$ cat src/rtl/ccc_csr_writeback_pkg.sv
// rtl/ccc_csr_writeback_pkg.sv - shared kinds and sizes for the CCC to CSR write-back path
package ccc_csr_writeback_pkg;

    typedef enum logic [2:0] {
        KIND_DYN      = 3'd0,
        KIND_VIRT_DYN = 3'd1,
        KIND_MWL      = 3'd2,
        KIND_MRL      = 3'd3,
        KIND_IBIL     = 3'd4
    } csr_wb_kind_e;

    localparam int CsrWbNumKinds = 5;

endpackage

$ cat src/rtl/ccc_csr_writeback_prio_arb.sv
// rtl/ccc_csr_writeback_prio_arb.sv - fixed-priority picker, lowest kind index wins
module csr_wb_prio_arb
    import ccc_csr_writeback_pkg::*;
(
    input  logic [CsrWbNumKinds-1:0] pending_i,
    output csr_wb_kind_e             grant_o,
    output logic                     any_pending_o
);

    always_comb begin
        grant_o       = KIND_DYN;
        any_pending_o = |pending_i;
        // Scan high to low so the lowest set index is the last assignment.
        for (int i = CsrWbNumKinds - 1; i >= 0; i--) begin
            if (pending_i[i]) begin
                grant_o = csr_wb_kind_e'(i[2:0]);
            end
        end
    end

endmodule

$ cat src/rtl/ccc_csr_writeback.sv
// rtl/ccc_csr_writeback.sv - captures CCC side effects and serialises them onto the CSR write channel
module ccc_csr_writeback
    import ccc_csr_writeback_pkg::*;
#(
    parameter logic [15:0] RstMwl  = 16'd256,
    parameter logic [15:0] RstMrl  = 16'd256,
    parameter logic [7:0]  RstIbil = 8'd255
) (
    input  logic        clk_i,
    input  logic        rst_ni,
    input  logic        flush_i,
    input  logic        set_dasa_i,
    input  logic        daa_done_i,
    input  logic        virt_i,
    input  logic [6:0]  dyn_addr_i,
    input  logic        rstdaa_i,
    input  logic        set_mwl_i,
    input  logic [15:0] mwl_i,
    input  logic        set_mrl_i,
    input  logic [15:0] mrl_i,
    input  logic        set_ibil_i,
    input  logic [7:0]  ibil_i,
    output logic        wr_valid_o,
    input  logic        wr_ready_i,
    output logic [2:0]  wr_kind_o,
    output logic [15:0] wr_data_o,
    output logic [15:0] get_mwl_o,
    output logic [15:0] get_mrl_o,
    output logic [7:0]  get_ibil_o,
    output logic        dyn_addr_chg_o
);

    typedef enum logic {ST_IDLE, ST_REQ} state_e;

    state_e                              state_q, state_d;
    logic [CsrWbNumKinds-1:0]            pending_q, pending_d, arb_pending;
    logic [CsrWbNumKinds-1:0][15:0]      slot_q;
    logic [CsrWbNumKinds-1:0]            cap_vec;
    logic [CsrWbNumKinds-1:0][15:0]      cap_data;
    csr_wb_kind_e                        grant, wr_kind_q;
    logic                                any_pending, load, dyn_ev;
    logic [15:0]                         wr_data_q, load_data;
    logic [15:0]                         mwl_q, mrl_q;
    logic [7:0]                          ibil_q;
    logic                                chg_q;

    // RSTDAA overrides a coincident address assignment on both DYN kinds.
    always_comb begin
        dyn_ev      = set_dasa_i | daa_done_i;
        cap_vec     = '0;
        cap_data    = '0;
        cap_vec[0]  = rstdaa_i | (dyn_ev & ~virt_i);
        cap_data[0] = rstdaa_i ? 16'h0000 : {8'h00, 1'b1, dyn_addr_i};
        cap_vec[1]  = rstdaa_i | (dyn_ev & virt_i);
        cap_data[1] = rstdaa_i ? 16'h0000 : {8'h00, 1'b1, dyn_addr_i};
        cap_vec[2]  = set_mwl_i;
        cap_data[2] = mwl_i;
        cap_vec[3]  = set_mrl_i;
        cap_data[3] = mrl_i;
        cap_vec[4]  = set_ibil_i;
        cap_data[4] = {8'h00, ibil_i};
    end

    // A flush also keeps the arbiter from launching anything this edge.
    assign arb_pending = flush_i ? '0 : pending_q;

    csr_wb_prio_arb u_arb (
        .pending_i     (arb_pending),
        .grant_o       (grant),
        .any_pending_o (any_pending)
    );

    always_comb begin
        state_d = state_q;
        load    = 1'b0;
        case (state_q)
            ST_IDLE: begin
                if (any_pending) begin
                    load    = 1'b1;
                    state_d = ST_REQ;
                end
            end
            ST_REQ: begin
                if (wr_ready_i) begin
                    if (any_pending) begin
                        load = 1'b1;
                    end else begin
                        state_d = ST_IDLE;
                    end
                end
            end
            default: state_d = ST_IDLE;
        endcase
    end

    always_comb begin
        pending_d = flush_i ? cap_vec : (pending_q | cap_vec);
        load_data = cap_vec[grant] ? cap_data[grant] : slot_q[grant];
        if (load) begin
            pending_d[grant] = 1'b0;
        end
    end

    always_ff @(posedge clk_i or negedge rst_ni) begin
        if (!rst_ni) begin
            state_q   <= ST_IDLE;
            pending_q <= '0;
            slot_q    <= '0;
            wr_kind_q <= KIND_DYN;
            wr_data_q <= 16'h0000;
            chg_q     <= 1'b0;
            mwl_q     <= RstMwl;
            mrl_q     <= RstMrl;
            ibil_q    <= RstIbil;
        end else begin
            state_q   <= state_d;
            pending_q <= pending_d;
            for (int k = 0; k < CsrWbNumKinds; k++) begin
                if (cap_vec[k]) begin
                    slot_q[k] <= cap_data[k];
                end
            end
            if (load) begin
                wr_kind_q <= grant;
                wr_data_q <= load_data;
            end
            chg_q <= (state_q == ST_REQ) && wr_ready_i &&
                     ((wr_kind_q == KIND_DYN) || (wr_kind_q == KIND_VIRT_DYN));
            if (set_mwl_i)  mwl_q  <= mwl_i;
            if (set_mrl_i)  mrl_q  <= mrl_i;
            if (set_ibil_i) ibil_q <= ibil_i;
        end
    end

    assign wr_valid_o     = (state_q == ST_REQ);
    assign wr_kind_o      = wr_kind_q;
    assign wr_data_o      = wr_data_q;
    assign get_mwl_o      = mwl_q;
    assign get_mrl_o      = mrl_q;
    assign get_ibil_o     = ibil_q;
    assign dyn_addr_chg_o = chg_q;

endmodule

$ cat config.mk
export PLATFORM = sky130hd
export DESIGN_NAME = ccc_csr_writeback
export DESIGN_NICKNAME = d
export VERILOG_FILES = /design/src/rtl/ccc_csr_writeback_pkg.sv /design/src/rtl/ccc_csr_writeback_prio_arb.sv /design/src/rtl/ccc_csr_writeback.sv
export SDC_FILE = /design/constraint.sdc
export NUM_CORES = 1
export LEC_CHECK = 0
export ABC_AREA = 1
export BUFFER_PORTS_ARGS = -buffer_cell sky130_fd_sc_hd__buf_2
export CAP_MARGIN = 20
export CORE_UTILIZATION = 54
export CTS_CLUSTER_SIZE = 10
export DETAILED_ROUTE_END_ITERATION = 8
export PLACE_DENSITY = 0.9
export SYNTH_ARGS = -nofsm -noshare
export SYNTH_HDL_FRONTEND = slang
export SYNTH_SLANG_ARGS = --single-unit
$ cat constraint.sdc
create_clock -name clk_i -period 1.71 [get_ports clk_i]
set_input_delay 0.342 -clock clk_i [delete_from_list [all_inputs] [get_ports clk_i]]
set_output_delay 0.342 -clock clk_i [all_outputs]
set_load 0.03 [all_outputs]
Word-level counts from Yosys, hierarchy flattened
Index checks and enable logic that the tools add are counted.
{"block": "classes", "n_reduce_logical": 6, "magnitude_cmp": 2, "bitwise": 10, "n_mux": 23, "eq_ne": 1}
{"cell": "binary-select mux 16 bit (select 3 bit)", "n": 2}
{"cell": "2-to-1 mux 16 bit", "n": 3}
{"cell": "2-to-1 mux 3 bit", "n": 5}
{"cell": "2-to-1 mux 5 bit", "n": 3}
{"cell": "2-to-1 mux 8 bit", "n": 1}
{"cell": "AND 5 bit", "n": 1}
{"cell": "2-to-1 mux 1 bit", "n": 5}
{"cell": "inverter 5 bit", "n": 1}
{"cell": "bitwise OR 5 bit", "n": 1}
{"cell": "OR reduction 5 bit", "n": 1}
{"cell": "less-than comparator 3 x 4 -> 1 bit (second input constant)", "n": 1}
{"cell": "case mux 1 bit (2 select lines)", "n": 2}
{"cell": "binary-select mux 1 bit (select 3 bit)", "n": 1}
{"cell": "demux 1 bit (select 3 bit)", "n": 1}
{"cell": "== test 3 x 1 -> 1 bit (second input constant)", "n": 1}
{"cell": ">= comparator 3 x 1 -> 1 bit (second input constant)", "n": 1}
{"cell": "logical AND 1 bit", "n": 3}
{"cell": "zero test 3 bit", "n": 1}
{"cell": "bitwise OR 1 bit", "n": 3}
{"cell": "AND 1 bit", "n": 2}
{"cell": "inverter 1 bit", "n": 2}
{"cell": "logical OR 1 bit", "n": 1}
{"block": "totals", "out_inout_bits": 61, "ff_bits": 138, "wordCells": 55}

Depth between registers and ports, before layout
Gate-level depths: netlist of the first run.
{"block": "depth", "ltp_word": 13, "mapped_depth": 14, "mapped_depth_nobuf": 12}

Hierarchy
From an unflattened synthesis of the first run, not the netlist that was laid out.
{"block": "unflattened", "cells_unflattened": 583, "area_unflattened_um2": 4835.9}
{"mod": "ccc_csr_writeback", "area_per_inst_um2": 4788.3, "instances": 1, "seq_area_each_um2": 2314.7, "cells_per_inst": 572}
{"mod": "csr_wb_prio_arb", "area_per_inst_um2": 47.5, "instances": 1, "seq_area_each_um2": 0.0, "cells_per_inst": 11}

Worst setup path after synthesis of the first run
No wires, ideal clock.
{"block": "synth_path", "path_kind": "reg2reg", "start": "reg pending_q[1]", "end": "reg wr_data_q[4] (netlist: wr_data_o[4])", "path_buffers": 1, "slack_ns": 0.125, "stages_incl_launch_ff": 10, "required_ns": 1.593, "arrival_ns": 1.468, "cell_sequence": "dfrtp_1 -> o21ai_4 -> nand3_2 -> inv_2 -> nand2_2 -> nand3_4 -> buf_4 -> nand3_1 -> nand3_1 -> nand2_1"}
{"block": "synth_via", "elab_chain_cells": 6}
{"element": "start: declaration", "line_no": "ccc_csr_writeback.sv:36", "text": "logic [CsrWbNumKinds-1:0] pending_q, pending_d, arb_pending;"}
{"element": "start signal: assignment", "line_no": "ccc_csr_writeback.sv:117", "text": "pending_q <= pending_d;"}
{"element": "2-to-1 mux 5 bit (*)", "line_no": "ccc_csr_writeback.sv:65", "text": "assign arb_pending = flush_i ? '0 : pending_q;"}
{"element": "2-to-1 mux 3 bit (2 in a row)", "line_no": "ccc_csr_writeback_prio_arb.sv:15", "text": "if (pending_i[i]) begin"}
{"element": "binary-select mux 16 bit (select 3 bit) / binary-select mux 1 bit (select 3 bit) (equally long branches)", "line_no": "ccc_csr_writeback.sv:98", "text": "load_data = cap_vec[grant] ? cap_data[grant] : slot_q[grant];"}
{"element": "2-to-1 mux 16 bit (not written as such) / 2-to-1 mux 1 bit (equally long branches)", "line_no": "ccc_csr_writeback.sv:98"}
{"element": "2-to-1 mux 16 bit", "line_no": "ccc_csr_writeback.sv:98"}
{"element": "end signal: assignment", "line_no": "ccc_csr_writeback.sv:125", "text": "wr_data_q <= load_data;"}
{"element": "end: declaration", "line_no": "ccc_csr_writeback.sv:42", "text": "logic [15:0] wr_data_q, load_data;"}
Mark *: on every way between the ends. The rest lies on a longest branch, timed or not. The select of a mux whose other input is x is not followed.
A chain may end at the register's enable or synchronous reset.

Worst setup path in the final report of the first run
{"block": "layout_path", "start": "reg pending_q[2]", "end": "reg wr_data_q[2] (netlist: wr_data_o[2])"}
{"block": "layout_via", "elab_chain_cells": 7}
{"element": "2-to-1 mux 5 bit (*)", "line_no": "ccc_csr_writeback.sv:65"}
{"element": "2-to-1 mux 3 bit (3 in a row)", "line_no": "ccc_csr_writeback_prio_arb.sv:15"}
{"element": "binary-select mux 16 bit (select 3 bit) / binary-select mux 1 bit (select 3 bit) (equally long branches)", "line_no": "ccc_csr_writeback.sv:98"}
{"element": "2-to-1 mux 16 bit (not written as such) / 2-to-1 mux 1 bit (equally long branches)", "line_no": "ccc_csr_writeback.sv:98"}
{"element": "2-to-1 mux 16 bit", "line_no": "ccc_csr_writeback.sv:98"}
Marked as above.

==> metrics.csv, run 1 <==
metric;value;unit
switching power total;0.002491;W
drt via density;5.544;
Final nets;822;
placed cell count;844;
Initial DRT Pass Iterations;5;
CP peak stage delay;0.45;ns
pwr/cell area;1086;mW/mm^2
Core Area;0.008763;mm^2
Die Y;97.58;um
Total Wirelength;14.47;mm
Layout Skew;0.02249;ns
Avg Inst Size Synth;7.590;um^2
clock-pin slew on the worst setup and hold paths;0.11;ns
Tcrit/Tclk final;1.073;
RSZ-0062 raised after global routing;true;
area grow syn2layout;24.73;%
Placer Congestion;0.9037;
Max-Cap Viols;0;
Most Used Layer, Global Route;met2;
total track usage;0.2767;
Total Power;0.006682;W
DR vias;4862;
DIE WIDTH;97.58;um
final hold vios;0;
Worst-Skew Late Latency;0.37;ns
CTS tree;built;
Initial Utilization;0.5630;
Req. time, crit path;2.01;ns
top-level I/O count;119;
# setup viols final;20;
Worst Hold Path Cells;2;
row count;34;
crit path cell chain;buf_4 -> o21ai_4 -> nand3_2 -> buf_8 -> nand2_1 -> nand2_1 -> nor2_1 -> nor2_1 -> nand2_1 -> nand3_1 -> nand2_1;
crit end category;register;
Non-Filler Instances;877;
worst setup path class;reg2reg;
WP data arrival;2.14;ns
grt met1 use;0.3491;
CTS max path bufs;2;
first-pass GRT wire length;20.85;mm
HP Class;in2reg;
sequential power share;0.397;
ANT nets after route;0;
synthesized flop and latch total;92;
Max FO, Critical Path;15;
Detailed Place HPWL;9.784;mm
GR Layer Usage met2;0.4868;
initial antenna violation count;0;
number of global-route vias before repair;4490;
H-tree levels;3;
full die area;0.009522;mm^2
status;finished, violations left;
flop-to-flop setup slack;-0.13;ns
Final Critical Period;1.835;ns
Starting DRT DRC Count;286;
Netlist Area Pre-Place;0.004933;mm^2
worst rel slew slack;0.6972;
switching power share of the total;0.3728;
CTS root buf;clkbuf_8;
asr flop ratio synth;1.000;
P_int;0.004191;W
met3 GRT Util;0.03525;
Fmax;0.5448;GHz
Synth Instances;650;
layout cells sized above 1;0.3121;
GRT overflow;0;
syn nets;708;
Slowest-stage cell, CP;dfrtp_1;
EDFF count, synth;0;
final setup margin;-0.1254;ns
Synth Flop Type;dfrtp_1;
DRC Markers;0;
failing checks;setup timing;
startpoint types;register;
R2R cell count;11;
final count of pins violating max slew;0;
Tightest Pin Transition;0.4542;ns
largest net degree at the start of global routing;44;
Logic pwr share;0.329;
clock share of power;0.274;
Ant. Diodes;0;
Synth cell types;26;
cell mode on critical path;nand2_1;
peak supply drop;0.0006004;V
drt wl/cell;16.50;um
Port Buf Inserts;118;
Warnings, synthesis;0;
sequential share of the synthesized area;0.4692;
CTS Buf Count;9;
P_leak;3.254;nW
TritonCTS Sinks;92;
==> power groups by stage <==
stage	combinational, W	sequential (W)	clock, W
finish	0.00220	0.00265	0.00183
global route	0.00238	0.00267	0.00192
CTS	0.00192	0.00264	0.00182
detailed placement	0.00190	0.00268	0
global placement	0.00185	0.00267	0
floorplan	0.00109	0.00292	0
==> stage by stage <==
step	hold slack (ns)	cell area [um^2]	TNS, ns	util	worst slack, ns
floorplan	0.04641	4933	0	-	0.1247
global placement	0.3158	5523	-0.5627	0.6302	-0.07026
detailed placement	0.3219	5523	-1.537	0.6302	-0.1255
CTS	0.1881	5808	-0.02730	0.6628	-0.01388
global route	0.1790	6153	-2.277	0.7022	-0.1878
finish	0.1958	6153	-0.8281	0.7022	-0.1254
==> state kept, by name, indices dropped and copies added, names as in the netlist <==
| name | count |
|---|---|
| wr_kind_o | 3 |
| get_mrl_o | 1 |
| wr_data_o | 16 |
| wr_valid_o | 1 |
| get_ibil_o | 8 |
| pending_q | 5 |
| slot_q | 56 |
| dyn_addr_chg_o | 1 |
| get_mwl_o | 1 |
==> layout by cell type (no fill, tap or decap), drive strengths merged <==
master	n
clkinv	1
clkinvlp	1
inv	70
a31oi	4
dfrtp	82
buf	160
nand4	4
nor3	1
nand2	208
dlygate4sd3	1
nor2	49
o21a	1
o21ai	84
bufinv	3
nand3	49
dfstp	10
clkbuf	13
mux2	5
a21oi	23
==> synth_stat cells, types with 2 or more instances <==
master	instances	area, um^2
a21oi_1	23	115.1
a31oi_1	4	25.02
buf_2	9	45.04
buf_4	32	240.2
buf_6	7	78.83
clkbuf_1	14	52.55
dfrtp_1	82	2052
dfstp_2	10	262.8
inv_1	64	240.2
inv_2	5	18.77
mux2_2	5	56.30
nand2_1	204	765.7
nand2_2	4	25.02
nand3_1	42	210.2
nand3_2	4	40.04
nand4_1	4	25.02
nor2_1	48	180.2
o21ai_0	73	365.4
o21ai_1	6	30.03
o21ai_2	3	26.28
o21ai_4	2	32.53
==> per-layer routing <==
layer / vias to the layer above / wire length (um)
li1: 2251 / -
met1: 2287 / 5638
met2: 289 / 7286
met3: 35 / 1201
met4: 0 / 346
met5: - / 0
==> cell type report <==
class / count / area [um^2]
clock buffers: 10 / 127.6
inverters: 69 / 270.3
multi-input cells: 428 / 2115
repair buffers: 164 / 1070
well taps: 108 / 135.1
fillers: 669 / 2610
flip-flops and latches: 92 / 2317
clock inverters: 6 / 118.9
==> cell families after synthesis <==
| group | after synthesis | share of synthesized area |
|---|---|---|
| compound gates | 112 | 0.1220 |
| simple gates | 309 | 0.2594 |
| flops | 92 | 0.4692 |
| mux | 5 | 0.01141 |
| buf+inv | 132 | 0.1380 |
==> timing repair <==
action                                  CTS  global route
gates cloned                              0             5
pin swaps                                 1            14
endpoints found under the setup margin   11            22
buffers inserted                          3             8
hold buffers                              1             0
endpoints found under the hold margin    30             0
gates resized for setup                   2            52
==> path summary, 6_finish.rpt <==
kind                               from              to
setup / recovery           pending_q[2]    wr_data_o[2]
min in group asynchronous        rst_ni      slot_q[57]
max in group asynchronous        rst_ni   get_ibil_o[2]
hold / removal                 rstdaa_i      slot_q[23]
hold reg to reg            wr_kind_o[2]  dyn_addr_chg_o
setup reg to reg           pending_q[2]    wr_data_o[2]
==> critical path, delay by kind of cell (launching register included) <==
family                 cells  cell delay [ns]
buffers and inverters      2             0.36
flip-flops                 1             0.45
AND/OR/NAND/NOR            8             0.78
AO/OA/AOI/OAI              1             0.18
Note: power is estimated with default switching activity, not from simulation.
==> run 2, diff against run 1 <==
Settings changed: ABC_AREA 1 to not set, CORE_UTILIZATION 54 to 53.
Clock period 1.71 ns to 1.7 ns, I/O delays scaled along.
==> run 2 against run 1 <==
The run still ends with setup timing left. Global-route usage grew 1.9 points. Setup slack worse by 0.098 ns. Maximum frequency fell by 4.6%. Sequential power down 4%. Die area shrank 6.1%.
==> metrics.csv, run 2 <==
metric;value;unit;change
status;finished, violations left;;unchanged
failing checks;setup timing;;unchanged
ANT nets after route;0;;unchanged
Initial Utilization;0.5497;;was 0.5630
H-tree levels;3;;unchanged
Core Area;0.008258;mm^2;was 0.008763 mm^2
Warnings, synthesis;0;;unchanged
clock-pin slew on the worst setup and hold paths;0.09;ns;was 0.11 ns
cell taking the most area after synthesis;dfrtp_1;;unchanged
drt wl/cell;20.19;um;was 16.50 um
Finished Cell Area;0.005688;mm^2;was 0.006153 mm^2
number of global-route vias before repair;3959;;was 4490
synthesized flop and latch total;92;;unchanged
pwr/cell area;978.0;mW/mm^2;was 1086 mW/mm^2
final hold vios;0;;unchanged
HP Class;in2async;;was in2reg
DIE WIDTH;94.55;um;was 97.58 um
Fmax;0.5199;GHz;was 0.5448 GHz
asr flop ratio synth;1.000;;unchanged
startpoint types;register;;unchanged
CTS Buf Count;9;;unchanged
worst setup path class;reg2reg;;unchanged
commonest non-fill, non-tap cell in the layout;buf_2;;was nand2_1
syn nets;471;;was 708
Netlist Area Pre-Place;0.004539;mm^2;was 0.004933 mm^2
Synth Instances;413;;was 650
Placer Congestion;0.8508;;was 0.9037
Worst-Skew Late Latency;0.36;ns;was 0.37 ns
Final nets;595;;was 822
fin util;0.6888;;was 0.7022
Layout Skew;0.01261;ns;was 0.02249 ns
Max FO, Critical Path;12;;was 15
final hold slack;0.02133;ns;was 0.1958 ns
largest net degree at the start of global routing;93;;was 44
Synth Flop Type;dfrtp_1;;unchanged
initial antenna violation count;0;;unchanged
top-level I/O count;119;;unchanged
Max-Cap Viols;0;;unchanged
Req. time, crit path;1.95;ns;was 2.01 ns
Synth area leaders;dfrtp_1, mux2_2, dfstp_2;;was dfrtp_1, nand2_1, o21ai_0
sequential share of the synthesized area;0.5099;;was 0.4692
P_leak;2.822;nW;was 3.254 nW
most frequent cells in the layout;buf_2, dfrtp_1, nand2_1;;was nand2_1, buf_2, dfrtp_1
cell with the most instances after synthesis;dfrtp_1;;was nand2_1
Port Buf Inserts;118;;unchanged
reg-to-reg startpoint;pending_q[0];;was pending_q[2]
crit end category;register;;unchanged
Synth cell types;35;;was 26
final count of pins violating max slew;0;;unchanged
layout cells sized above 1;0.4613;;was 0.3121
EDFF count, synth;0;;unchanged
WP data arrival;2.17;ns;was 2.14 ns
# hold bufs at CTS;0;;was 1
CTS max path bufs;2;;unchanged
Starting DRT DRC Count;455;;was 286
drt via density;6.175;;was 5.544
Fin Setup TNS;-2.948;ns;was -0.8281 ns
Layout fillers;582;;was 669
Avg Inst Size Synth;10.99;um^2;was 7.590 um^2
CTS tree;built;;unchanged
CTS root buf;clkbuf_8;;unchanged
Tcrit/Tclk final;1.131;;was 1.073
Ant. Diodes;0;;unchanged
final setup margin;-0.2234;ns;was -0.1254 ns
flop-to-flop setup slack;-0.22;ns;was -0.13 ns
# setup viols final;16;;was 20
worst rel slew slack;0.6746;;was 0.6972
Commonest cells post-synth;dfrtp_1, nand2_1, mux2_2;;was nand2_1, dfrtp_1, o21ai_0
RR Endpoint;wr_data_o[2];;unchanged
row count;33;;was 34
full die area;0.008939;mm^2;was 0.009522 mm^2
Largest Register;slot_q;;unchanged
Tightest Pin Transition;0.4881;ns;was 0.4542 ns
Final Critical Period;1.923;ns;was 1.835 ns
area grow syn2layout;25.30;%;was 24.73%
Die Y;94.55;um;was 97.58 um
Detailed Place HPWL;8.138;mm;was 9.784 mm
max reg flops;56;;unchanged
GRT overflow;0;;unchanged
Total Wirelength;13.07;mm;was 14.47 mm
Cell Area, Placed;0.005231;mm^2;was 0.005523 mm^2
TritonCTS Sinks;92;;unchanged
Yosys top cell area share;0.4520;;was 0.4159
peak supply drop;0.0004581;V;was 0.0006004 V
Initial DRT Pass Iterations;8;;was 5
DR vias;3995;;was 4862
first-pass GRT wire length;19.66;mm;was 20.85 mm
RSZ-0062 raised after global routing;true;;unchanged
DRC Markers;0;;unchanged
total track usage;0.2961;;was 0.2767
R2R cell count;9;;was 11
## run 2: cell count changes after synthesis, moves of 9 or more
cell	before	now
o21ai_0	73	25
a222oi_1	0	15
mux2_2	5	37
nand3_1	42	0
mux2i_1	0	26
nor2_1	48	12
nand2_1	204	47
a22o_1	0	9
a221oi_1	0	9
inv_1	64	22
## run 2: critical path, stage by stage, from the launching register on
cell	delay [ns]
dfrtp_1	0.41
buf_6	0.13
nor3_4	0.27
buf_4	0.20
a21oi_4	0.07
o2bb2ai_4	0.15
buf_4	0.14
buf_6	0.14
a22oi_1	0.19
o31ai_2	0.10
## run 2: area by class of cell
| class | instances | area (um^2) | share of cell area |
|---|---|---|---|
| clock buffers | 10 | 127.6 | 0.02244 |
| clock inverters | 6 | 80.08 | 0.01408 |
| inverters | 22 | 82.58 | 0.01452 |
| multi-input cells | 244 | 1852 | 0.3256 |
| flip-flops and latches | 92 | 2316 | 0.4072 |
| well taps | 105 | 131.4 | 0.02310 |
| repair buffers | 168 | 1099 | 0.1931 |
## run 2: cell families after synthesis
logic type | share of synthesized area
AOI/OAI and AO/OA | 0.1764
DFF | 0.5099
buffers and inverters | 0.09620
and+or+nand+nor | 0.06836
muxes | 0.1491
## run 2: how the worst max path moves through the flow
stage | start | to | slack, ns | cells after the start
final | pending_q[0] | wr_data_o[2] | -0.22 | 9
after global routing | pending_q[0] | wr_data_o[2] | -0.34 | 8
after CTS | pending_q[3] | wr_data_o[6] | -0.16 | 6
after detailed placement | pending_q[3] | wr_data_o[6] | -0.24 | 6
after global placement | pending_q[3] | wr_data_o[1] | -0.13 | 6
after floorplan | pending_q[3] | wr_data_o[7] | -0.13 | 7
## run 2: metal layers
layer	vias to the layer above	global-route usage	part of all wire
met5	-	0	0
li1	1715	-	-
met1	1951	0.3617	0.38
met3	63	0.07005	0.082
met4	0	0.1843	0.049
met2	266	0.4740	0.49
## run 2: power breakdown
part,total (W),internal [W],switching [W]
Clock,0.00159,0.000820,0.000767
Sequential,0.00255,0.00240,0.000152
Combinational,0.00142,0.000569,0.000854
## run 2: repair_timing
| item | 4_1_cts | 5_1_grt |
|---|---|---|
| setup buffers | 8 | 5 |
| gates resized for setup | 17 | 10 |
| pin swaps | 12 | 16 |
| endpoints found under the setup margin | 19 | 20 |
| gates cloned | 1 | 1 |
## run 2: per-stage QoR
step / setup slack (ns) / cells / power, W
finish: -0.2234 / 647 / 0.005563
global route: -0.3445 / 647 / 0.005762
CTS: -0.1648 / 641 / 0.005515
detailed placement: -0.2367 / 616 / 0.003867
global placement: -0.1332 / 616 / 0.003813
floorplan: -0.1272 / 413 / 0.003472
==> run 3, diff against run 2 <==
--- a/config.mk
+++ b/config.mk
@@ -8,3 +8,2 @@
 export BUFFER_PORTS_ARGS = -buffer_cell sky130_fd_sc_hd__buf_2
-export CAP_MARGIN = 20
 export CORE_UTILIZATION = 53
==> constraint.sdc (replaced) <==
create_clock -name clk_i -period 1.85 [get_ports clk_i]
set_input_delay 0.37 -clock clk_i [delete_from_list [all_inputs] [get_ports clk_i]]
set_output_delay 0.37 -clock clk_i [all_outputs]
set_load 0.01 [all_outputs]
==> run 3 against run 2 <==
The flow still finishes with violations (setup timing). Via count is 2.1% lower. Register-to-register slack better by 0.08 ns. Wire length is 2.0% lower. Global-route usage is 0.50 points lower. Combinational power is 25% lower. Design area is 1.5% lower. Count of clock-buffer cells in the layout is 1 higher. Maximum frequency is 3.3% lower. Non-clock buffer count is 8 lower. Largest cell class unchanged. Sequential share of layout area is 0.65 points higher. Critical path depth is 2 lower. First-iteration DRC count is 25% lower.
==> metrics.csv, run 3 (same netlist as run 2, synthesis figures left out) <==
metric;value;unit;change
CTS tree;built;;unchanged
Final Critical Period;1.990;ns;was 1.923 ns
Total Wirelength;12.81;mm;was 13.07 mm
initial antenna violation count;0;;unchanged
Port Buf Inserts;118;;unchanged
Layout Skew;0.01017;ns;was 0.01261 ns
most frequent cells in the layout;buf_2, dfrtp_1, nand2_1;;unchanged
Starting DRT DRC Count;343;;was 455
DRC Markers;0;;unchanged
Tcrit/Tclk final;1.075;;was 1.131
startpoint types;register;;unchanged
RSZ-0062 raised after global routing;true;;unchanged
Fin Setup TNS;-0.8977;ns;was -2.948 ns
peak supply drop;0.0005059;V;was 0.0004581 V
Max-Cap Viols;0;;unchanged
total track usage;0.2911;;was 0.2961
drt via density;6.119;;was 6.175
full die area;0.008939;mm^2;unchanged
reg-to-reg startpoint;pending_q[3];;was pending_q[0]
status;finished, violations left;;unchanged
Cell Area, Placed;0.005169;mm^2;was 0.005231 mm^2
Initial DRT Pass Iterations;6;;was 8
Fmax;0.5026;GHz;was 0.5199 GHz
Initial Utilization;0.5497;;unchanged
number of global-route vias before repair;4004;;was 3959
crit path launch;pending_q[3];;was pending_q[0]
Core Area;0.008258;mm^2;unchanged
Tightest Pin Transition;0.6199;ns;was 0.4881 ns
# setup viols final;15;;was 16
clock-pin slew on the worst setup and hold paths;0.10;ns;was 0.09 ns
Ant. Diodes;0;;unchanged
largest net degree at the start of global routing;48;;was 93
GRT overflow;0;;unchanged
crit end category;register;;unchanged
area grow syn2layout;23.40;%;was 25.30%
R2R cell count;7;;was 9
Worst Hold Path Cells;3;;
TritonCTS Sinks;92;;unchanged
first-pass GRT wire length;19.47;mm;was 19.66 mm
H-tree levels;3;;unchanged
Placer Congestion;0.9145;;was 0.8508
RR Endpoint;wr_data_o[0];;was wr_data_o[2]
hold endpoint;dyn_addr_chg_o;;
max reg flops;56;;unchanged
HP Class;in2reg;;was in2async
flop-to-flop setup slack;-0.14;ns;was -0.22 ns
Total Power;0.004783;W;was 0.005563 W
fin util;0.6783;;was 0.6888
hold_sp;wr_ready_i;;
WP data arrival;2.24;ns;was 2.17 ns
CTS max path bufs;2;;unchanged
drt wl/cell;20.05;um;was 20.19 um
final setup margin;-0.1397;ns;was -0.2234 ns
failing checks;setup timing;;unchanged
Detailed Place HPWL;8.375;mm;was 8.138 mm
WP buf/inv;2;;was 4
commonest non-fill, non-tap cell in the layout;buf_2;;unchanged
worst setup path class;reg2reg;;unchanged
row count;33;;unchanged
DIE WIDTH;94.55;um;unchanged
Req. time, crit path;2.10;ns;was 1.95 ns
final count of pins violating max slew;0;;unchanged
DR vias;3910;;was 3995
ANT nets after route;0;;unchanged
Worst-Skew Late Latency;0.37;ns;was 0.36 ns
Final nets;587;;was 595
P_leak;2.743;nW;was 2.822 nW
final hold vios;0;;unchanged
CTS Buf Count;9;;unchanged
CP peak stage delay;0.43;ns;was 0.41 ns
CP delay by family, top;compound AO/OA/AOI/OAI gates;;was buffers and inverters
worst rel slew slack;0.5840;;was 0.6746
Max FO, Critical Path;23;;was 12
Die Y;94.55;um;unchanged
crit path cell chain;buf_4 -> o21a_1 -> buf_12 -> a222oi_1 -> a211oi_1 -> a22oi_1 -> o31ai_2;;was buf_6 -> nor3_4 -> buf_4 -> a21oi_4 -> o2bb2ai_4 -> buf_4 -> buf_6 -> a22oi_1 -> o31ai_2
Slowest-stage cell, CP;dfrtp_1;;unchanged
top-level I/O count;119;;unchanged
pwr/cell area;853.9;mW/mm^2;was 978.0 mW/mm^2
Finished Cell Area;0.005602;mm^2;was 0.005688 mm^2
CTS root buf;clkbuf_8;;unchanged
layout cells sized above 1;0.4532;;was 0.4613
Largest Register;slot_q;;unchanged
-- run 3: power breakdown --
group	internal [W]	switching [W]
registers	0.00221	0.000144
clock network	0.000631	0.000730
logic	0.000501	0.000570
total	0.00334	0.00144
-- run 3: worst min-delay path, delay by kind of cell --
kind          cells  cell delay [ns]
buf+inv           1             0.10
simple gates      2             0.09
-- run 3: worst max path at each step --
stage	cells past startpoint	to	slack [ns]
2_1_floorplan	7	wr_data_o[10]	0.009
3_3_place_gp	8	wr_data_o[1]	0.02
3_5_place_dp	8	wr_data_o[2]	-0.13
4_1_cts	6	wr_data_o[0]	-0.06
5_1_grt	8	wr_data_o[5]	-0.22
6_report	7	wr_data_o[0]	-0.14
-- run 3: what timing repair did --
action	4_1_cts	5_1_grt
cloned	1	0
hold endpoints to repair	25	0
pin swaps	12	21
setup endpoints to repair	16	16
resized for setup	12	16
hold buffers	1	0
buffers inserted	6	5
-- run 3: layout make-up --
type                    instances  area [um^2]
inverters                      22        82.58
clock buffers                  11        131.4
clock inverters                 5        62.56
well taps                     105        131.4
repair buffers                160        999.7
multi-input cells             244         1877
flip-flops and latches         92         2317
fillers                       597         2656
-- run 3: stage by stage --
| step | setup WS (ns) | std cells | hold slack, ns |
|---|---|---|---|
| 2_1_floorplan | 0.009287 | 413 | 0.07441 |
| 3_3_place_gp | 0.02248 | 610 | 0.3248 |
| 3_5_place_dp | -0.1264 | 610 | 0.3332 |
| 4_1_cts | -0.05762 | 634 | 0.2213 |
| 5_1_grt | -0.2150 | 639 | 0.2438 |
| 6_report | -0.1397 | 639 | 0.2309 |
-- run 3: metal layers --
layer / GRT usage / vias to the layer above / routed length, um
met5: 0 / - / 0
met3: 0.04267 / 48 / 912
li1: - / 1693 / -
met4: 0.1679 / 0 / 544
met1: 0.3606 / 1953 / 4886
met2: 0.4861 / 216 / 6467
